`src/rtl/imem_loader_pkg.sv`:
```
// Shared definitions for the instruction-memory loader: error codes, FSM states,
// memory size shared with the fetch-side memory, and the frame range check.
package imem_loader_pkg;

    localparam int unsigned IMEM_SIZE = 1024;

    typedef enum logic [1:0] {
        ELD_NONE  = 2'd0,
        ELD_RANGE = 2'd1,
        ELD_CSUM  = 2'd2,
        ELD_TMO   = 2'd3
    } eld_code_e;

    typedef enum logic [3:0] {
        ST_IDLE  = 4'd0,
        ST_LEN0  = 4'd1,
        ST_LEN1  = 4'd2,
        ST_BASE0 = 4'd3,
        ST_BASE1 = 4'd4,
        ST_DATA  = 4'd5,
        ST_CSUM  = 4'd6,
        ST_DONE  = 4'd7,
        ST_ERR   = 4'd8
    } ld_state_e;

    // 17-bit sum so a base near the top plus a large length cannot wrap.
    function automatic logic range_ok(input logic [15:0] base,
                                      input logic [15:0] len,
                                      input int unsigned mem_size);
        logic [16:0] sum;
        sum = {1'b0, base} + {1'b0, len};
        return (len != 16'd0) && (sum <= 17'(mem_size));
    endfunction

endpackage

```
`src/rtl/imem_loader_if.sv`:
```
// Loader control/stream/memory-write bundle; slave = loader, master = host side.
interface imem_loader_if;
    logic        start_i;
    logic        in_valid_i;
    logic [7:0]  in_data_i;
    logic        in_ready_o;
    logic        mem_we_o;
    logic [63:0] mem_waddr_o;
    logic [7:0]  mem_wdata_o;
    logic        cpu_hold_o;
    logic        done_o;
    logic [1:0]  err_o;

    modport slave (
        input  start_i, in_valid_i, in_data_i,
        output in_ready_o, mem_we_o, mem_waddr_o, mem_wdata_o,
               cpu_hold_o, done_o, err_o
    );

    modport master (
        output start_i, in_valid_i, in_data_i,
        input  in_ready_o, mem_we_o, mem_waddr_o, mem_wdata_o,
               cpu_hold_o, done_o, err_o
    );
endinterface

```
`src/rtl/imem_loader.sv`:
```
// Framed byte-stream writer into instruction memory with range and XOR checks; holds the CPU during load.
// Latency: memory write registered 1 cycle after each DATA handshake; status 1 cycle after CSUM/range decision.
// Backpressure: in_ready_o high only in header/DATA/CSUM states; one byte/cycle sustained. Option: IMEM_LOADER_TIMEOUT_EN.
module imem_loader
    import imem_loader_pkg::*;
#(
    parameter int unsigned MEM_SIZE    = IMEM_SIZE
`ifdef IMEM_LOADER_TIMEOUT_EN
    ,
    parameter int unsigned TIMEOUT_CYC = 65535
`endif
) (
    input  logic          clk_i,
    input  logic          rst_n_i,
    imem_loader_if.slave  ld
);

    ld_state_e   state_q, state_d;
    eld_code_e   pend_q, pend_d;
    logic [15:0] len_q, base_q, cnt_q, waddr_q;
    logic [7:0]  csum_q, wdata_q;
    logic        mem_we_q, hold_q, done_q;
    eld_code_e   err_q;
    logic        in_ready, xfer;

    assign in_ready = state_q inside {ST_LEN0, ST_LEN1, ST_BASE0, ST_BASE1, ST_DATA, ST_CSUM};
    assign xfer     = ld.in_valid_i & in_ready;

`ifdef IMEM_LOADER_TIMEOUT_EN
    logic [15:0] idle_q;
    logic        tmo_hit;

    always_ff @(posedge clk_i or negedge rst_n_i) begin
        if (!rst_n_i)                          idle_q <= 16'd0;
        else if (state_q == ST_IDLE || xfer)   idle_q <= 16'd0;
        else                                   idle_q <= idle_q + 16'd1;
    end

    // Fires on the stalled cycle that brings the idle count up to TIMEOUT_CYC.
    assign tmo_hit = in_ready && !xfer && (({16'd0, idle_q} + 32'd1) == TIMEOUT_CYC);
`endif

    always_comb begin
        state_d = state_q;
        pend_d  = pend_q;
        case (state_q)
            ST_IDLE:  if (ld.start_i) state_d = ST_LEN0;
            ST_LEN0:  if (xfer) state_d = ST_LEN1;
            ST_LEN1:  if (xfer) state_d = ST_BASE0;
            ST_BASE0: if (xfer) state_d = ST_BASE1;
            ST_BASE1: if (xfer) begin
                if (range_ok({ld.in_data_i, base_q[7:0]}, len_q, MEM_SIZE)) begin
                    state_d = ST_DATA;
                end else begin
                    state_d = ST_ERR;
                    pend_d  = ELD_RANGE;
                end
            end
            ST_DATA:  if (xfer && cnt_q == len_q - 16'd1) state_d = ST_CSUM;
            ST_CSUM:  if (xfer) begin
                if (ld.in_data_i == csum_q) begin
                    state_d = ST_DONE;
                end else begin
                    state_d = ST_ERR;
                    pend_d  = ELD_CSUM;
                end
            end
            ST_DONE:  state_d = ST_IDLE;
            ST_ERR:   state_d = ST_IDLE;
            default:  state_d = ST_IDLE;
        endcase
`ifdef IMEM_LOADER_TIMEOUT_EN
        if (tmo_hit) begin
            state_d = ST_ERR;
            pend_d  = ELD_TMO;
        end
`endif
    end

    always_ff @(posedge clk_i or negedge rst_n_i) begin
        if (!rst_n_i) begin
            state_q  <= ST_IDLE;
            pend_q   <= ELD_NONE;
            len_q    <= 16'd0;
            base_q   <= 16'd0;
            cnt_q    <= 16'd0;
            csum_q   <= 8'd0;
            waddr_q  <= 16'd0;
            wdata_q  <= 8'd0;
            mem_we_q <= 1'b0;
            hold_q   <= 1'b0;
            done_q   <= 1'b0;
            err_q    <= ELD_NONE;
        end else begin
            state_q  <= state_d;
            pend_q   <= pend_d;
            mem_we_q <= 1'b0;
            case (state_q)
                ST_IDLE: if (ld.start_i) begin
                    done_q <= 1'b0;
                    err_q  <= ELD_NONE;
                    pend_q <= ELD_NONE;
                    hold_q <= 1'b1;
                    cnt_q  <= 16'd0;
                    csum_q <= 8'd0;
                end
                ST_LEN0:  if (xfer) len_q[7:0]   <= ld.in_data_i;
                ST_LEN1:  if (xfer) len_q[15:8]  <= ld.in_data_i;
                ST_BASE0: if (xfer) base_q[7:0]  <= ld.in_data_i;
                ST_BASE1: if (xfer) base_q[15:8] <= ld.in_data_i;
                ST_DATA:  if (xfer) begin
                    mem_we_q <= 1'b1;
                    waddr_q  <= base_q + cnt_q;
                    wdata_q  <= ld.in_data_i;
                    csum_q   <= csum_q ^ ld.in_data_i;
                    cnt_q    <= cnt_q + 16'd1;
                end
                ST_DONE: begin
                    done_q <= 1'b1;
                    hold_q <= 1'b0;
                end
                ST_ERR: begin
                    err_q  <= pend_q;
                    hold_q <= 1'b0;
                end
                default: ;
            endcase
        end
    end

    assign ld.in_ready_o  = in_ready;
    assign ld.mem_we_o    = mem_we_q;
    assign ld.mem_waddr_o = {48'd0, waddr_q};
    assign ld.mem_wdata_o = wdata_q;
    assign ld.cpu_hold_o  = hold_q;
    assign ld.done_o      = done_q;
    assign ld.err_o       = err_q;

endmodule

```
`src/flat_wrapper.sv`:
```
// flat-port wrapper written by rule: the top's interface ports become plain ports
module imem_loader_flat import imem_loader_pkg::*;
#(
    parameter int unsigned MEM_SIZE    = IMEM_SIZE

)
  (clk_i, rst_n_i, ld_start_i, ld_in_valid_i, ld_in_data_i, ld_in_ready_o, ld_mem_we_o, ld_mem_waddr_o, ld_mem_wdata_o, ld_cpu_hold_o, ld_done_o, ld_err_o);
  imem_loader_if ld_i ();
  input  logic clk_i;
  input  logic rst_n_i;
  input wire logic [$bits(ld_i.start_i)-1:0] ld_start_i;
  input wire logic [$bits(ld_i.in_valid_i)-1:0] ld_in_valid_i;
  input wire logic [$bits(ld_i.in_data_i)-1:0] ld_in_data_i;
  output wire logic [$bits(ld_i.in_ready_o)-1:0] ld_in_ready_o;
  output wire logic [$bits(ld_i.mem_we_o)-1:0] ld_mem_we_o;
  output wire logic [$bits(ld_i.mem_waddr_o)-1:0] ld_mem_waddr_o;
  output wire logic [$bits(ld_i.mem_wdata_o)-1:0] ld_mem_wdata_o;
  output wire logic [$bits(ld_i.cpu_hold_o)-1:0] ld_cpu_hold_o;
  output wire logic [$bits(ld_i.done_o)-1:0] ld_done_o;
  output wire logic [$bits(ld_i.err_o)-1:0] ld_err_o;
  assign ld_i.start_i = ld_start_i;
  assign ld_i.in_valid_i = ld_in_valid_i;
  assign ld_i.in_data_i = ld_in_data_i;
  assign ld_in_ready_o = ld_i.in_ready_o;
  assign ld_mem_we_o = ld_i.mem_we_o;
  assign ld_mem_waddr_o = ld_i.mem_waddr_o;
  assign ld_mem_wdata_o = ld_i.mem_wdata_o;
  assign ld_cpu_hold_o = ld_i.cpu_hold_o;
  assign ld_done_o = ld_i.done_o;
  assign ld_err_o = ld_i.err_o;
  imem_loader #(.MEM_SIZE(MEM_SIZE)) u_core (.clk_i(clk_i), .rst_n_i(rst_n_i), .ld(ld_i));
endmodule
```
`config.mk`:
```
export PLATFORM = sky130hd
export DESIGN_NAME = imem_loader_flat
export DESIGN_NICKNAME = d
export VERILOG_FILES = /design/src/rtl/imem_loader_pkg.sv /design/src/rtl/imem_loader_if.sv /design/src/rtl/imem_loader.sv /design/src/flat_wrapper.sv
export SDC_FILE = /design/constraint.sdc
export NUM_CORES = 1
export LEC_CHECK = 0
export CORE_ASPECT_RATIO = 1.5
export CORE_MARGIN = 8
export CORE_UTILIZATION = 33
export DETAILED_ROUTE_END_ITERATION = 6
export SLEW_MARGIN = 25
export SYNTH_ARGS = -nofsm -noshare
export SYNTH_HDL_FRONTEND = slang
export SYNTH_SLANG_ARGS = --single-unit
```
`constraint.sdc`:
```
create_clock -name clk_i -period 3.7 [get_ports clk_i]
set_input_delay 0.74 -clock clk_i [delete_from_list [all_inputs] [get_ports clk_i]]
set_output_delay 0.74 -clock clk_i [all_outputs]
set_load 0.1 [all_outputs]
```
==> results of run 1 <==
==> area by class of cell <==
type / instances / area (um2)
multi-input combinational: 557 / 3630
inverter: 18 / 67.6
fill: 1900 / 11400
clock buffer: 9 / 225
timing repair buffer: 61 / 556
tap: 252 / 315
sequential: 91 / 2280
clock inverter: 7 / 73.8
==> worst register-to-register path: cells and delay by family, from the launching register on <==
family	cells	cell delay (ns)
compound gates	6	1.44
simple gates	2	0.52
flops	1	0.46
fa+ha+maj	1	0.36
buf+inv	1	0.20
==> final timing paths <==
| check | end | cells past startpoint |
|---|---|---|
| setup / recovery | u_core.pend_q[0] | 10 |
| hold / removal | u_core.ld.mem_wdata_o[5] | 1 |
| setup reg to reg | u_core.pend_q[0] | 10 |
| hold reg to reg | u_core.ld.mem_wdata_o[5] | 2 |
| max in group asynchronous | u_core.waddr_q[8] | 2 |
| min in group clk_i | u_core.ld.mem_wdata_o[5] | 2 |
==> routing by layer <==
metal	vias to the layer above	share of wire	wire [um]	track usage
met3	34	0.048	792	0.0252
met1	2432	0.39	6510	0.150
met4	0	0.045	753	0.0798
met2	127	0.51	8540	0.260
li1	2463	-	-	-
met5	-	0	0	0
==> cells in the final DEF, fill, tap and decap left out, types with 4 or more instances in the layout <==
cell type        synthesis  final
buf_4                   48     22
clkdlybuf4s50_1          0     39
nand2b_1                 4      4
nand2_1                 86     86
dfrtp_1                 91     91
a21o_1                  10     10
inv_1                   18     18
o22ai_1                  5      5
xnor2_1                 19     19
or3_1                   10     10
and2_1                   6      6
nor2b_1                  7      7
o21ai_0                 53     53
o21a_1                   7      7
and3_1                   9      9
clkbuf_16                0      9
nor4_1                   9      9
nand3_1                 17     16
nor3_1                  15     15
a21oi_1                 33     33
mux2_2                  31     31
a31oi_1                  6      6
a31o_2                   4      4
xor2_1                  39     39
a211oi_1                 9      9
conb_1                   1     48
ha_1                    33     33
nand4_1                  6      6
nor2_1                  38     38
==> power groups by stage <==
stage,sequential (mW),clock [mW],combinational (mW)
4_1_cts,1.88,0.966,4.46
5_1_grt,1.96,1.01,4.80
2_1_floorplan,2.69,0,2.58
6_report,1.88,0.944,4.45
3_3_place_gp,1.89,0,4.42
3_5_place_dp,1.90,0,4.44
==> registers in the layout, summed over array words and instances (netlist names) <==
signal	cells
u_core.state_q	4
u_core.base_q	16
u_core.len_q	16
u_core.csum_q	8
u_core.ld.cpu_hold_o	1
u_core.pend_q	2
u_core.ld.done_o	1
u_core.waddr_q	16
u_core.ld.err_o	2
u_core.ld.mem_wdata_o	8
u_core.cnt_q	16
u_core.ld.mem_we_o	1
==> cells by family after synthesis <==
family,Yosys count,share of synthesized area
AO/OA/AOI/OAI,164,0.171
buffers and inverters,85,0.0807
other,1,0.000602
adder cells (fa/ha/maj),35,0.0727
XOR/XNOR,58,0.0815
AND/OR/NAND/NOR,220,0.171
multiplexers,32,0.0576
flip-flops,91,0.366
==> metrics by stage <==
stage               instance area [um2]  hold slack [ns]  cells   util
finish                             7150            0.423    995  0.385
floorplan                          6410            0.444    733      -
CTS                                7150            0.446    995  0.385
detailed placement                 6850            0.460    979  0.369
global placement                   6850            0.457    979  0.369
global route                       7150            0.465    995  0.385
==> flow_results.org, run 1 <==
** Status
- The flow ran to the end, and the final reports show no timing, DRC or antenna violations.

** Logic synthesis
- Among all flip-flop cells after synthesis, the most frequent one is dfrtp_1.
- Share of Yosys cell area claimed by the top area cell type :: 0.366
- Most area-consuming cells after synthesis :: dfrtp_1, ha_1, buf_4
- The biggest area contributor in the post-synthesis netlist is dfrtp_1.
- For this run, the number of Yosys warnings is 0.
- Cells after Synth :: 686
- Proportion of register bits with asynchronous set or reset after synthesis :: 1.00
- Yosys reg bits :: 91
- Leading cell type by number of instances after synthesis :: dfrtp_1
- Yosys mapped a number of flops with a built-in enable equal to 0.
- Cell Area, Synth :: 6230 um2
- A synthesized cell averages 9.08 um2.
- Top cells by count, synth :: dfrtp_1, nand2_1, o21ai_0
- Sequential-to-total area share from yosys stat :: 0.366
- Number of distinct library cells after synthesis :: 63

** Power
- Cell internal power was estimated by the tool at about 3.4 mW.
- Combinational share of power :: 0.611
- Fraction of power spent switching nets :: 0.528
- Leakage dissipation :: around 3.2 nW
- Reg power frac :: 0.259
- Worst IR drop on VDD :: between 0.5 and 0.6 mV
- Relative contribution of the clock network to total power :: 0.130
- Power density relative to cell area :: 1020 nW/um2
- After layout, the design draws a total of between 7 and 8 mW.
- Sw power :: roughly 3.8 mW

** Floorplanning
- Floorplan die area :: about 24,000 um2
- Height of the chip :: approximately 180 um
- 90 I/O pins were placed.
- In this run the standard cell core region covers 18,500 um2.
- Die X-Extent :: between 100 and 150 um
- # rows :: 61
- Initial core utilization :: 0.336

** Finish
- Final net count :: slightly below 800
- Area grow syn2layout :: 14.7%
- Layout cell share with drive strength beyond 1 :: 0.113
- Antenna diodes :: 0

** Clocking
- Worst-Skew Late Latency :: roughly 0.35 ns
- H-Tree Depth :: 3
- Counting the buffers created by CTS gives 9.
- Counting every sink on the clock net gives 91.
- Cell at the root of the clock tree :: clkbuf_16
- CTS tree :: yes
- Once the clock tree was built, the setup fixing pass inserted 0 buffers.
- After clock tree synthesis, the repair step resized 0 gates.
- Clk buf depth :: 2
- Clock edge transition at the registers on the reported setup and hold paths :: 0.07 ns
- Count of hold buffers inserted by post-cts repair :: 0

** Timing
- Unrepaired setup endpoints after global routing :: no
- Worst relative slew slack :: 0.338
- Maximum frequency from static timing analysis :: about 310 MHz
- Transition time at the pin with the least slew margin :: 0.990 ns
- Min Tclk post-route :: between 3 and 4 ns
- Final hold violation count :: 0
- PnR worst setup slack :: 0.523 ns
- Max-slew violations :: 0
- Summed over all failing endpoints, the final setup total negative slack is 0 ns.
- Setup violations remaining at the end of the flow were counted as 0.
- Dividing the final minimum period by the clock period gives 0.859.
- The clock arrives with around 0.0084 ns of skew.

** Setup path
- The cell family contributing the most delay on the critical path is compound AO/OA/AOI/OAI gates.
- In this design, the stage delay of the slowest critical-path cell is 0.44 ns.
- The slowest stage of the critical path is the clkdlybuf4s50_1 cell.
- Source of the worst register-to-register timing path :: u_core.base_q[1]
- In this run the register-to-register setup slack is roughly 0.6 ns.
- WP data required :: between 3 and 4 ns
- STA classifies the critical path endpoint as a flip-flop.
- Crit path arrival time :: roughly 3.4 ns
- Startpoint Class :: input port
- Cells along the critical path :: clkdlybuf4s50_1 > ha_1 > a21o_1 > a2111o_1 > nand3_1 > o32ai_1 > nor4b_1 > buf_4 > a31oi_1 > a31o_2
- Together, buffers and inverters on the worst path number 2.
- Startpoint of the most critical setup path :: ld_in_data_i[0]
- The critical path in this run is classified as input port to flip-flop.
- Of all nets on the critical path, the largest fanout is 7.

** Global routing
- Vias in the first global route :: 5,240
- The total overflow left after global routing is 0.
- The initial antenna violation count is 0.
- Entering global routing, the biggest net connects 50 pins.
- Wire length of the first global-routing pass :: approximately 27,000 um
- Across every metal layer, demand over resource in global routing totals 0.142.

** Placed design
- At the end of routability-driven placement, the weighted congestion stood at approximately 0.87.
- Count of port buffers added during placement :: between 40 and 50
- Detailed placement ended at an HPWL of 12,900 um.
- Setup slack after placement :: approximately 0.18 ns

** Route
- Detailed-router iteration count before antenna repair :: 6
- After detailed routing, the number of remaining DRC violations is 0.
- Summed over all layers, the routed wires come to 16,600 um.
- Once detail routing completed, the nets flagged for antenna violations numbered 0.
- Vias per std cell :: a little over 5
- In the final routed layout, each cell accounts on average for around 17 um.
- Detailed-route via count :: about 5,000
- Drt initial violations :: 239

** Run
- Total of max-cap violations :: 0

** Min path
- Kind of path behind the tightest hold check :: input port to async pin
Power figures use the tool's default switching activity.
==> inputs of run 2 (changes only) <==
Settings changed: CAP_MARGIN from default to 20, GPL_ROUTABILITY_DRIVEN from default to 0.
==> flow_results.org, run 2 (synthesis results as in run 1) <==
** Finish
- Antenna diodes :: 0 (unchanged)
- Area grow syn2layout :: 15.1%
- Non-Filler Cell Area, Final :: 7170 um2 (+0.37%)
- The count of fill cells added during filler insertion is 1,883 (-0.89%).
- The final standard cell count with taps included and fillers excluded was 994 (-0.10%).
- In the layout the commonest cells are dfrtp_1, nand2_1, o21ai_0, conb_1.
- The fraction of layout cells with a size suffix above 1 came to 0.112 (-0.00120).
- Leaving out fill and tap cells, the most frequent cell in the layout is dfrtp_1.
- The number of nets in the layout was 785 (unchanged).

** Clocking
- CTS tree :: yes
- Cell at the root of the clock tree :: clkbuf_16
- The number of H-tree levels was 3 (unchanged).
- Clock Sinks :: 91 (unchanged)
- Number of buffers created by CTS :: 9 (unchanged)
- # Post-CTS Setup Buffers :: 0 (unchanged)
- The total of cells resized after clock tree synthesis came to 0 (unchanged).
- Clock edge transition at the registers on the reported setup and hold paths :: 0.07 ns (about the same)
- The clock latency at the later pin of the worst-skew pair came to 0.34 ns (about the same).
- Clk buf depth :: 2 (unchanged)
- Count of hold buffers inserted by post-cts repair :: 0 (unchanged)

** Status
- The run finished with clean final reports.

** Power
- Power density relative to cell area :: 1020 nW/um2 (about the same)
- The net switching power of the design came to 3.81 mW (-0.69%).
- The worst ir drop on vdd was 0.443 mV (-12%).
- The clock group share of total power was 0.133 (+0.003).
- Leakage dissipation :: 3.23 nW (+0.29%)
- Reg power frac :: 0.256 (-0.003)
- Combinational share of power :: 0.611 (about the same)
- The cell-internal power is 3.49 mW (+1.5%).
- Fraction of power spent switching nets :: 0.522 (-0.00551)

** Setup path
- The minimum setup slack among reg-to-reg paths came to 0.58 ns (-0.02 ns).
- Crit path arrival time :: 3.41 ns (about the same)
- Biggest fanout along the worst timing path :: 7 (unchanged)
- Startpoint-to-endpoint class of the critical path :: input port to flip-flop
- Startpoint Class :: input port
- WP data required :: 3.94 ns (about the same)
- R2r endpoint :: u_core.pend_q[1]
- The worst register-to-register path begins at u_core.len_q[0].
- Kind of end point of the critical path :: flip-flop
- Critical path destination :: u_core.pend_q[1]
- The worst reg2reg path depth is 10 (unchanged).
- Startpoint of the most critical setup path :: ld_in_data_i[0]

** Global routing
- The met3 track demand over resource came to 0.0217 (-0.00347).
- The via count of the first global-routing pass came to 5,070 (-3.2%).
- The met1 track utilization from global routing is 0.149 (-0.00107).
- The pin count of the biggest net entering global routing was 69 (+38%).
- Wire length of the first global-routing pass :: 26,300 um (-1.0%)
- The met2 demand-to-capacity share in global routing came to 0.262 (+0.00169).
- Total overflow reported by the global router :: 0 (unchanged)
- The initial antenna violation count is 0 (unchanged).
- Peak-usage layer in the global routing report :: met2
- The global-route total usage across every layer was 0.140 (-0.00213).

** Route
- Total length of routed wires :: 16,300 um (-1.5%)
- Drt initial violations :: 275 (+15%)
- The post-route DRC violation count is 0 (unchanged).
- Vias per std cell :: 5.11 (+0.48%)
- Detailed-router iteration count before antenna repair :: 4 (-2)
- The count of antenna-violating nets left after detailed routing came to 0 (unchanged).
- Detailed-route via count :: 5,075 (+0.38%)
- The post-detailed-route wirelength per cell was 16.4 um (-1.4%).

** Timing
- Maximum frequency from static timing analysis :: 315 MHz (+0.21%)
- Max-slew violations :: 0 (unchanged)
- The worst slew slack as a fraction of its limit was 0.335 (-0.00285).
- The transition time at the pin with the least slew margin came to 0.994 ns (+0.00426 ns).
- Unrepaired setup endpoints after global routing :: no
- Ratio of final minimum period to clock period :: 0.857 (-0.00178)
- Sum of negative setup slack :: 0 ns (unchanged)
- Final hold violation count :: 0 (unchanged)
- Min Hold Slack :: 0.302 ns (-0.120 ns)
- Worst Skew :: 0.00477 ns (-0.00362 ns)
- Endpoints failing setup :: 0 (unchanged)
- Min Tclk post-route :: 3.17 ns (-0.00657 ns)

** Min path
- Kind of path behind the tightest hold check :: input port to async pin

** Run
- Total of max-cap violations :: 0 (unchanged)

** Floorplanning
- Height of the chip :: 184 um (unchanged)
- Core footprint :: 18,500 um2 (unchanged)
- Initial core utilization :: 0.336 (unchanged)
- I/O pin cnt :: 90 (unchanged)
- The die width was 128 um (unchanged).
- Floorplan die area :: 23,600 um2 (unchanged)
- The number of cell rows was 61 (unchanged).

** Placed design
- The post-placement cell count was 979 (unchanged).
- The number of input and output port buffers inserted came to 41 (unchanged).
- Area post-placement :: 6860 um2 (+0.18%)
- The half-perimeter wire length of the detailed placement result was 12,500 um (-3.0%).
-- run 2: cell count changes in the layout (fill, tap and decap cells not counted), sizes merged --
cell / change
clkbuf: +3
clkinv: -2
inv: -2
-- run 2: through the flow --
| stage | power [mW] | util | worst slack (ns) |
|---|---|---|---|
| floorplan | 5.27 | - | 0.0532 |
| global placement | 6.31 | 0.370 | 0.261 |
| detailed placement | 6.32 | 0.370 | 0.187 |
| CTS | 7.34 | 0.387 | 0.540 |
| global route | 7.78 | 0.387 | 0.386 |
| finish | 7.30 | 0.387 | 0.530 |
-- run 2: power groups by stage --
stage	Sequential, mW	Clock [mW]	Combinational [mW]
detailed placement	1.88	0	4.44
floorplan	2.69	0	2.58
global placement	1.87	0	4.44
CTS	1.87	0.996	4.47
global route	1.93	1.03	4.82
finish	1.87	0.973	4.46
-- run 2: worst max-delay path, cell delays in order --
cell and delay, ns:
clkdlybuf4s50_1 0.43, ha_1 0.40, nor2b_1 0.06, or4_1 0.46, a2111oi_0 0.35, o21ai_0 0.17, o31ai_1 0.26, buf_4 0.17
a31oi_1 0.10, a211oi_1 0.27
-- run 2: layout make-up --
cell class | count | area, um2 | share of cell area
Clock buffer | 12 | 267 | 0.0372
Clock inverter | 3 | 46.3 | 0.00645
Inverter | 18 | 67.6 | 0.00942
Multi-Input combinational cell | 557 | 3630 | 0.506
Sequential cell | 91 | 2280 | 0.318
Tap cell | 252 | 315 | 0.0440
Timing Repair Buffer | 61 | 568 | 0.0792
-- run 2: worst min-delay path by stage --
stage,from,to,slack (ns),cells after the start
final,rst_n_i,u_core.ld.mem_wdata_o[7],0.30,1
after global routing,rst_n_i,u_core.ld.mem_wdata_o[7],0.33,1
after CTS,rst_n_i,u_core.csum_q[3],0.30,1
after detailed placement,u_core.ld.mem_wdata_o[7],u_core.ld.mem_wdata_o[7],0.47,2
after global placement,u_core.ld.mem_wdata_o[7],u_core.ld.mem_wdata_o[7],0.46,2
after floorplan,rst_n_i,u_core.base_q[0],0.44,0
-- run 2: metal layers --
metal	share of wire	wire length [um]	vias to the layer above
li1	-	-	2460
met1	0.40	6530	2481
met2	0.52	8490	105
met3	0.046	748	29
met4	0.035	565	0
met5	0	0	-
==> RTL change, RTL diff (settings of run 2) <==
Add a define of `IMEM_LOADER_TIMEOUT_EN`.
--- a/src/rtl/imem_loader.sv
+++ b/src/rtl/imem_loader.sv
@@ -2,4 +2,6 @@
 // Latency: memory write registered 1 cycle after each DATA handshake; status 1 cycle after CSUM/range decision.
 // Backpressure: in_ready_o high only in header/DATA/CSUM states; one byte/cycle sustained. Option: IMEM_LOADER_TIMEOUT_EN.
+`define IMEM_LOADER_TIMEOUT_EN
+
 module imem_loader
     import imem_loader_pkg::*;
Behaviour: same outputs for any inputs over 10 cycles, from zero or initial values and one cycle with rst_n_i low; that may be too few to reach the edited logic, so the function may still have changed.
==> RTL change against run 2 <==
Register-to-register slack worse by 0.34 ns; clock power is 5% higher; cell area is 16% higher; cell count is 16% higher; critical path depth stayed put; total power is 7.4% lower; clock skew is 0.0032 ns higher; utilization is 0.89 points lower; area after synthesis is 18% higher; count of clock-buffer cells in the layout is 2 lower; global-route usage is 0.41 points higher; sequential cell count is 16 higher; worst setup slack worse by 0.29 ns; wire length is 17% higher.
==> RTL change: results (changes against run 2) <==
[outcome]
run_status = complete, no violations

[routing]
firstDrtPassIters = 4  ; unchanged
routed_wl_mm = 19.2  ; +17%
viasPerCell = 5.18  ; +1.4%
vias = 5954  ; +17%
drtIter0Drc = 338  ; +23%

[grt]
first_global_vias = 5896  ; +16%
grt_pass1_wl_mm = 30.7  ; +17%
grtUsageTotal = 0.144  ; +0.00406
grt_start_max_net_pins = 56  ; -19%

[placement]
placedCellCount = 1134  ; +16%
pre_cts_slack_ns = 0.130  ; -0.0569 ns
place_area_um2 = 8020  ; +17%
io_buffers = 41  ; unchanged
place_hpwl_mm = 14.8  ; +18%

[pwr]
max-vdd-ir-drop_uv = 451  ; +2.0%
p_leak_uw = 0.00370  ; +14%

[hold_path]
min_path_type = in2async

[worst_setup_path]
crit_fanout = 8  ; +1
arrival_ns = 3.70  ; +0.29 ns

[yosys]
yosys-top-cells-count = dfrtp_1, nand2_1, nor2_1
syn_inst = 812  ; +18%
synth_area_leaders = dfrtp_1, ha_1, buf_4
synth.yosys.seq_area_share = 0.365  ; -0.000410
ys_async_sr_fraction = 1.00  ; unchanged
synth_flop_cell = dfrtp_1
yosysUniqueCellTypes = 73  ; +16%

[cells_and_area]
multi_input_area_um2 = 4220  ; +16%
n_fill_cell = 2244  ; +19%
layout.nets = 918  ; +17%
diodes = 0  ; unchanged
final_layout_size_suffix_gt1_frac = 0.121  ; +0.00942

[cts]
cts_root_buf = clkbuf_16
clk_pin_slew_worst_paths_ns = 0.08
clock_latency_ns = 0.36  ; +0.02 ns

[timing]
fin_worst_skew_ns = 0.00799  ; +0.00322 ns
timing.max_slew.rel_slack = 0.327  ; -0.00835

RTL change: path summary, 6_finish.rpt:
check / slack, ns / to / depth (start not counted) / startpoint
setup / recovery: 0.24 / u_core.len_q[13]$_DFFE_PN0P_ / 10 / u_core.len_q[1]$_DFFE_PN0P_
hold / removal: 0.46 / u_core.idle_q[11]$_DFF_PN0_ / 1 / rst_n_i
setup reg to reg: 0.24 / u_core.len_q[13]$_DFFE_PN0P_ / 10 / u_core.len_q[1]$_DFFE_PN0P_
hold reg to reg: 0.48 / u_core.waddr_q[10]$_DFFE_PN0P_ / 2 / u_core.waddr_q[10]$_DFFE_PN0P_
max in group asynchronous: 2.49 / u_core.ld.err_o[0]$_DFFE_PN0P_ / 2 / rst_n_i
min in group clk_i: 0.48 / u_core.waddr_q[10]$_DFFE_PN0P_ / 2 / u_core.waddr_q[10]$_DFFE_PN0P_
RTL change: final cells by class:
cell class                 instances  area share
clock buffer                      10      0.0287
clock inverter                     6     0.00856
inverter                          23      0.0104
multi-input combinational        650       0.506
sequential                       107       0.321
tap                              276      0.0415
timing repair buffer              78      0.0835
RTL change: per-layer routing:
layer,GRT usage,wire [um],up-vias
li1,-,-,2913
met1,0.155,7500,2874
met2,0.264,10100,133
met3,0.0245,805,34
met4,0.0719,758,0
met5,0,0,-
RTL change: logic make-up after synthesis:
group | share of synthesized area
flip-flops | 0.365
buffers and inverters | 0.0855
multiplexers | 0.0630
AO/OA/AOI/OAI | 0.152
XOR/XNOR | 0.0812
other | 0.000511
adder cells (fa/ha/maj) | 0.0652
AND/OR/NAND/NOR | 0.188
RTL change: report_power, final:
| group | internal [uW] | leakage (uW) | total [uW] | switching [uW] |
|---|---|---|---|---|
| combinational | 1370 | 0.00214 | 3910 | 2540 |
| clock | 550 | 0.000146 | 1020 | 467 |
| sequential | 1500 | 0.00141 | 1830 | 332 |
| total | 3420 | 0.00370 | 6760 | 3340 |
RTL change: stage by stage:
stage / power [uW] / utilization
floorplan: 4840 / -
global placement: 5710 / 0.364
detailed placement: 5750 / 0.364
CTS: 6790 / 0.378
global route: 7230 / 0.378
finish: 6760 / 0.378
RTL change: timing repair:
action	CTS	global route
resized for setup	0	1
setup buffers	0	0
setup endpoints to repair	0	8
RTL change: critical path: stages (launching register included):
cell and delay, ns:
dfrtp_1 0.48, inv_1 0.09, ha_1 0.20, or3b_2 0.52
or4_1 0.56, mux2_2 0.25, mux2i_1 0.06, o22ai_1 0.27
a21oi_2 0.12, or3_4 0.47, mux2_4 0.32
